===== config.mk =====
export PLATFORM = sky130hd
export DESIGN_NAME = macrocell_cfg_loader
export DESIGN_NICKNAME = d
export VERILOG_FILES = /design/src/rtl/macrocell_cfg_loader.sv
export SDC_FILE = /design/constraint.sdc
export NUM_CORES = 2
export LEC_CHECK = 0
export ABC_CLOCK_PERIOD_IN_PS = 5000
export CAP_MARGIN = 20
export CORE_ASPECT_RATIO = 1.2
export CORE_UTILIZATION = 60
export CTS_CLUSTER_DIAMETER = 120
export DETAILED_ROUTE_END_ITERATION = 16
export GPL_ROUTABILITY_DRIVEN = 0
export HOLD_SLACK_MARGIN = 0.02
export PLACE_DENSITY_LB_ADDON = 0.05
export SYNTH_ARGS = -nofsm -noshare
export SYNTH_HDL_FRONTEND = slang
export SYNTH_SLANG_ARGS = --single-unit
export TNS_END_PERCENT = 30

===== constraint.sdc =====
create_clock -name clk -period 5 [get_ports clk]
set_clock_uncertainty 0.2 [all_clocks]
set_input_delay 0.75 -clock clk [delete_from_list [all_inputs] [get_ports clk]]
set_output_delay 0.75 -clock clk [all_outputs]
set_load 0.03 [all_outputs]

===== src/rtl/macrocell_cfg_loader.sv =====
// macrocell_cfg_loader
//   Byte-serial configuration loader for one macrocell. A framed stream
//   (SYNC, ADDR, 63 DATA bytes, CHK) is assembled in a shadow register and
//   copied into the active config in a single cycle once the XOR checksum
//   has been verified. Frames for other addresses are fully consumed, so
//   every loader on a shared bus stays aligned with the frame boundaries.
//
// Ports
//   clk, rst_n        clock, asynchronous active-low reset
//   in_data/in_valid  stream byte and its qualifier
//   in_ready          byte accepted when in_valid && in_ready (low only in COMMIT)
//   abort             synchronous frame abort, highest priority
//   *_mux             active configuration bits (stream bits 0..500 in order)
//   cfg_loaded        sticky: a config has been committed since reset
//   busy              registered "state != IDLE"
//   load_done/err     one-cycle commit result pulses
module macrocell_cfg_loader #(
  parameter logic [7:0] MC_ADDR   = 8'h00,
  parameter logic [7:0] SYNC_BYTE = 8'hA5
) (
  input  logic         clk,
  input  logic         rst_n,
  input  logic [7:0]   in_data,
  input  logic         in_valid,
  output logic         in_ready,
  input  logic         abort,
  output logic [0:479] ptgroupbitmap_mux,
  output logic [0:2]   oe_mux,
  output logic [0:1]   gclk_mux,
  output logic         pt1_mux,
  output logic         pt2_mux,
  output logic         pt3_mux,
  output logic         pt4_mux,
  output logic         pt5_mux,
  output logic         gclr_mux,
  output logic         pt4_func_mux,
  output logic         pt5_func_mux,
  output logic         xor_a_mux,
  output logic         xor_b_mux,
  output logic         xor_inv_mux,
  output logic         d_mux,
  output logic         dfast_mux,
  output logic         storage_mux,
  output logic         fb_mux,
  output logic         o_mux,
  output logic         cfg_loaded,
  output logic         busy,
  output logic         load_done,
  output logic         load_err
);

  localparam int NCFG = 501;

  typedef enum logic [2:0] {S_IDLE, S_ADDR, S_DATA, S_CHK, S_COMMIT} state_t;

  state_t            r_state;
  state_t            w_next;
  logic              w_xfer;
  logic              r_match;
  logic              r_pass;
  logic [7:0]        r_xor;
  logic [5:0]        r_cnt;
  // Indexed by stream bit number; the three padding bits are never stored.
  logic [NCFG-1:0]   r_shadow;
  logic [NCFG-1:0]   r_cfg;
  logic              r_loaded;
  logic              r_busy;
  logic              r_done;
  logic              r_err;

  assign in_ready = (r_state != S_COMMIT);
  assign w_xfer   = in_valid && in_ready;

  always_comb begin
    w_next = r_state;
    if (abort) begin
      w_next = S_IDLE;
    end else begin
      case (r_state)
        S_IDLE:   if (w_xfer && in_data == SYNC_BYTE) w_next = S_ADDR;
        S_ADDR:   if (w_xfer) w_next = S_DATA;
        S_DATA:   if (w_xfer && r_cnt == 6'd62) w_next = S_CHK;
        S_CHK:    if (w_xfer) w_next = S_COMMIT;
        S_COMMIT: w_next = S_IDLE;
        default:  w_next = S_IDLE;
      endcase
    end
  end

  always_ff @(posedge clk or negedge rst_n) begin
    if (!rst_n) begin
      r_state  <= S_IDLE;
      r_match  <= 1'b0;
      r_pass   <= 1'b0;
      r_xor    <= '0;
      r_cnt    <= '0;
      r_shadow <= '0;
      r_cfg    <= '0;
      r_loaded <= 1'b0;
      r_busy   <= 1'b0;
      r_done   <= 1'b0;
      r_err    <= 1'b0;
    end else begin
      r_state <= w_next;
      r_busy  <= (w_next != S_IDLE);
      r_done  <= 1'b0;
      r_err   <= 1'b0;
      if (!abort && w_xfer) begin
        case (r_state)
          S_ADDR: begin
            r_match <= (in_data == MC_ADDR);
            r_xor   <= in_data;
            r_cnt   <= '0;
          end
          S_DATA: begin
            // Last data byte holds only 5 config bits; bits 7:5 are padding.
            if (r_match) begin
              if (r_cnt == 6'd62) r_shadow[500:496] <= in_data[4:0];
              else                r_shadow[{r_cnt, 3'b000} +: 8] <= in_data;
            end
            r_xor <= r_xor ^ in_data;
            r_cnt <= r_cnt + 6'd1;
          end
          S_CHK:   r_pass <= (r_xor == in_data);
          default: ;
        endcase
      end
      if (!abort && r_state == S_COMMIT && r_match) begin
        if (r_pass) begin
          r_cfg    <= r_shadow;
          r_loaded <= 1'b1;
          r_done   <= 1'b1;
        end else begin
          r_err    <= 1'b1;
        end
      end
    end
  end

  // Output fields are declared ascending, so element i is stream bit base+i.
  for (genvar i = 0; i < 480; i++) begin : g_ptg
    assign ptgroupbitmap_mux[i] = r_cfg[i];
  end
  for (genvar i = 0; i < 3; i++) begin : g_oe
    assign oe_mux[i] = r_cfg[480+i];
  end
  for (genvar i = 0; i < 2; i++) begin : g_gclk
    assign gclk_mux[i] = r_cfg[483+i];
  end

  assign pt1_mux      = r_cfg[485];
  assign pt2_mux      = r_cfg[486];
  assign pt3_mux      = r_cfg[487];
  assign pt4_mux      = r_cfg[488];
  assign pt5_mux      = r_cfg[489];
  assign gclr_mux     = r_cfg[490];
  assign pt4_func_mux = r_cfg[491];
  assign pt5_func_mux = r_cfg[492];
  assign xor_a_mux    = r_cfg[493];
  assign xor_b_mux    = r_cfg[494];
  assign xor_inv_mux  = r_cfg[495];
  assign d_mux        = r_cfg[496];
  assign dfast_mux    = r_cfg[497];
  assign storage_mux  = r_cfg[498];
  assign fb_mux       = r_cfg[499];
  assign o_mux        = r_cfg[500];

  assign cfg_loaded = r_loaded;
  assign busy       = r_busy;
  assign load_done  = r_done;
  assign load_err   = r_err;

endmodule


==> impl_metrics.env <==
export IMPL_first_iter_violations=2197
export IMPL_ys_ff_latch=1025
export IMPL_p_sw_mw=3.61
export IMPL_synth_largest_area_cell="dfrtp_1"
export IMPL_hold_buffers=1
export IMPL_cts_reportedPaths_clkPinSlew_ps=70
export IMPL_avgSynthCellArea_um2=11.2
export IMPL_synth_distinct_cells=62
export IMPL_seq_area_frac_synth_pct=63.5
export IMPL_fin_util_pct=75.3
export IMPL_min_path_cells=2
export IMPL_crit_arrival_ps=4080
export IMPL_finalHoldViolCount=0
export IMPL_muxShareOfSynthArea_pct=13.6
export IMPL_yosys_top_cells_area="dfrtp_1 (63%), nand2_1 (14%), mux2_2 (10%)"
export IMPL_areaGrowthSynthToFinish_pct=23.4
export IMPL_maxSlewHeadroom_pct=24.3
export IMPL_ff2ff_path_depth=6
export IMPL_synth_most_common_cell="nand2_1"
export IMPL_viasPerCell=5.53
export IMPL_synthCells=3615
export IMPL_r2r_start="r_cnt[1]"
export IMPL_antenna_found_initial=0
export IMPL_multi_input_area_um2=14000
export IMPL_ys_async_sr_fraction_pct=100
export IMPL_htree_levels=3
export IMPL_synth_compound_area_share_pct=1.14
export IMPL_cts_setup_buffers=0
export IMPL_io_buffers=517
export IMPL_synth_ff_type="dfrtp_1"
export IMPL_rrSetupSlack_ps=1230
export IMPL_regArea_um2=25600
export IMPL_grt_overflow_total=0
export IMPL_drt_wirelength_per_cell_um=21.7
export IMPL_hp_class="flop to flop"
export IMPL_pin_count=518
export IMPL_grt_max_degree=205
export IMPL_fp_coreArea_um2=66200
export IMPL_required_ps=5310
export IMPL_internal_power_mw=12.9
export IMPL_yosys_area_share_simple_pct=19.1
export IMPL_numCtsBuffers=97
export IMPL_p_seq_share_pct=50.2
export IMPL_drtAntennaViolNets=0
export IMPL_drcViolationCount=0
export IMPL_synth_xor_area_share_pct=0.560
export IMPL_max_freq_ghz=0.266
export IMPL_num_rows=103
export IMPL_hold_ws_ps=256
export IMPL_globalRouteTotalUtil_pct=33.0
export IMPL_place_area_um2=46500
export IMPL_fin_tns_setup_ps=0
export IMPL_ctsResizeCount=0
export IMPL_fin_nets=4120
export IMPL_timing_rr_end="r_shadow[21]"
export IMPL_cap_violations=0
export IMPL_crit_fanout=15
export IMPL_hold_path_startpoint="r_shadow[479]"
export IMPL_insertion_delay_ps=640
export IMPL_start_kind="flop"
export IMPL_dp_hpwl_um=72400
export IMPL_worstHoldEndpoint="r_cfg[479]"
export IMPL_min_period_ps=3770
export IMPL_power_frac_comb_pct=3.5
export IMPL_grt_pass1_vias=28500
export IMPL_total_leakage_power_nw=26.1
export IMPL_initial_utilization_pct=61.0
export IMPL_final_area_um2=49900
export IMPL_endpoint_kind="flop"
export IMPL_worstSetupPathType="flop to flop"
export IMPL_power_share_switching_pct=21.9
export IMPL_fill_cells=4630
export IMPL_synth_area_um2=40400
export IMPL_clock_sinks=1025
export IMPL_clock_path_buffers=3
export IMPL_synth_edff_count=0
export IMPL_floorplan_die_area_um2=68400
export IMPL_drtPass1Iterations=5
export IMPL_die_w_um=239
export IMPL_yosys_top_cells_count="nand2_1 (1557), dfrtp_1 (1025), mux2_2 (358)"
export IMPL_synth_nets=3632
export IMPL_irDropWorstVdd_v=0.000288
export IMPL_yosys_area_top_type_share_pct=63.5
export IMPL_status="completed"
export IMPL_cts_root_buf="clkbuf_16"
export IMPL_timing_final_crit_share_pct=75.3
export IMPL_power_density_nw_per_um2=332
export IMPL_n_antenna_cell=0
export IMPL_dieHeight_um=286
export IMPL_final_layout_size_suffix_gt1_share_pct=16.0
export IMPL_final_setup_viol_count=0
export IMPL_worst_slew_pin_slew_ps=1140
export IMPL_vias=28000
export IMPL_synth_top_family_by_area="simple AND/OR/NAND/NOR gates"
export IMPL_rsz0062_at_grt="false"
export IMPL_yosys_warnings=0
export IMPL_clkPwrFrac_pct=46.3
export IMPL_grt_pass1_wl_um=170000
export IMPL_wl_um=110000
export IMPL_maxSlewViolCount=0
export IMPL_cts_tree="yes"
export IMPL_synth_adder_area_share_pct=0.155
==> routing by layer <==
metal	vias to the layer above	routed length (um)	global-route usage (%)	part of all wire, %
met1	14300	45200	44.5	41
met3	195	7330	6.44	6.7
met4	0	3820	11.6	3.5
met5	-	0	0	0
li1	12600	-	-	-
met2	911	53800	53.7	49
==> critical path, cell delays in order, from the launching register on <==
cell      delay [ps]
dfrtp_1          650
inv_1            130
ha_1             550
o311ai_2         260
nor4_4           750
nand3_1          630
mux2_2           460
==> final cells by class <==
type,instances,area share (%)
well taps,892,2.24
multi-input cells,2396,28.1
flip-flops and latches,1025,51.5
clock inverters,42,1.07
repair buffers,578,11.5
inverters,5,0.0527
clock buffers,132,5.60
==> cells in the final DEF (no fill, tap or decap), types with 7 or more instances in the layout <==
cell type,synthesis,routed
nand2_1,1557,1556
dfrtp_1,1025,1025
clkdlybuf4s50_1,0,508
mux2_2,358,358
mux2_1,107,107
clkbuf_16,0,98
nor2_1,83,83
buf_4,5,47
and2_1,35,35
clkinv_2,0,25
nor3_4,24,24
nand3_1,21,21
clkbuf_8,0,21
nor4_1,19,19
mux2_4,16,16
a21o_1,16,16
nand4_1,13,13
clkbuf_1,164,13
nor3_1,12,12
xor2_1,12,12
bufinv_16,0,12
xnor2_1,12,11
nor2b_1,11,11
buf_12,0,11
nand3_2,9,9
buf_2,17,8
o21ai_0,7,7
or3_1,7,7
==> stage by stage <==
stage | worst slack, ps | cells | power, mW
3_3_place_gp | 834 | 4893 | 9.03
5_1_grt | 1060 | 5070 | 17.0
2_1_floorplan | 1910 | 3615 | 8.70
3_5_place_dp | 776 | 4894 | 9.04
4_1_cts | 1320 | 5069 | 16.6
6_report | 1230 | 5070 | 16.5
==> cells by family (layout without fill, tap and decap cells) <==
| kind of cell | after synthesis | after routing |
|---|---|---|
| fa+ha+maj | 5 | 5 |
| mux | 481 | 481 |
| buf+inv | 194 | 757 |
| compound gates | 55 | 55 |
| flops | 1025 | 1025 |
| simple gates | 1830 | 1830 |
| xor+xnor | 25 | 25 |
==> state kept, by name, indices dropped and copies added (netlist names) <==
register,cells
r_shadow,501
r_xor,8
r_match,1
r_cnt,6
cfg_loaded,1
load_done,1
r_pass,1
busy,1
r_cfg,501
load_err,1
r_state,3
==> power groups by stage <==
stage / sequential [mW] / combinational (mW) / clock [mW]
floorplan: 8.46 / 0.233 / 0
global placement: 8.46 / 0.568 / 0
detailed placement: 8.47 / 0.574 / 0
CTS: 8.31 / 0.577 / 7.75
global route: 8.31 / 0.625 / 8.07
finish: 8.31 / 0.572 / 7.66
==> how the worst max path moves through the flow <==
| stage | slack [ps] | cells past startpoint | endpoint | start |
|---|---|---|---|---|
| after floorplan | 1910 | 10 | r_shadow[168] | r_cnt[0] |
| after global placement | 830 | 6 | r_shadow[18] | abort |
| after detailed placement | 780 | 6 | r_shadow[22] | abort |
| after CTS | 1320 | 6 | r_shadow[21] | r_cnt[1] |
| after global routing | 1060 | 6 | r_shadow[21] | r_cnt[1] |
| final | 1230 | 6 | r_shadow[21] | r_cnt[1] |
No activity file was read; power rests on OpenSTA's default activity.
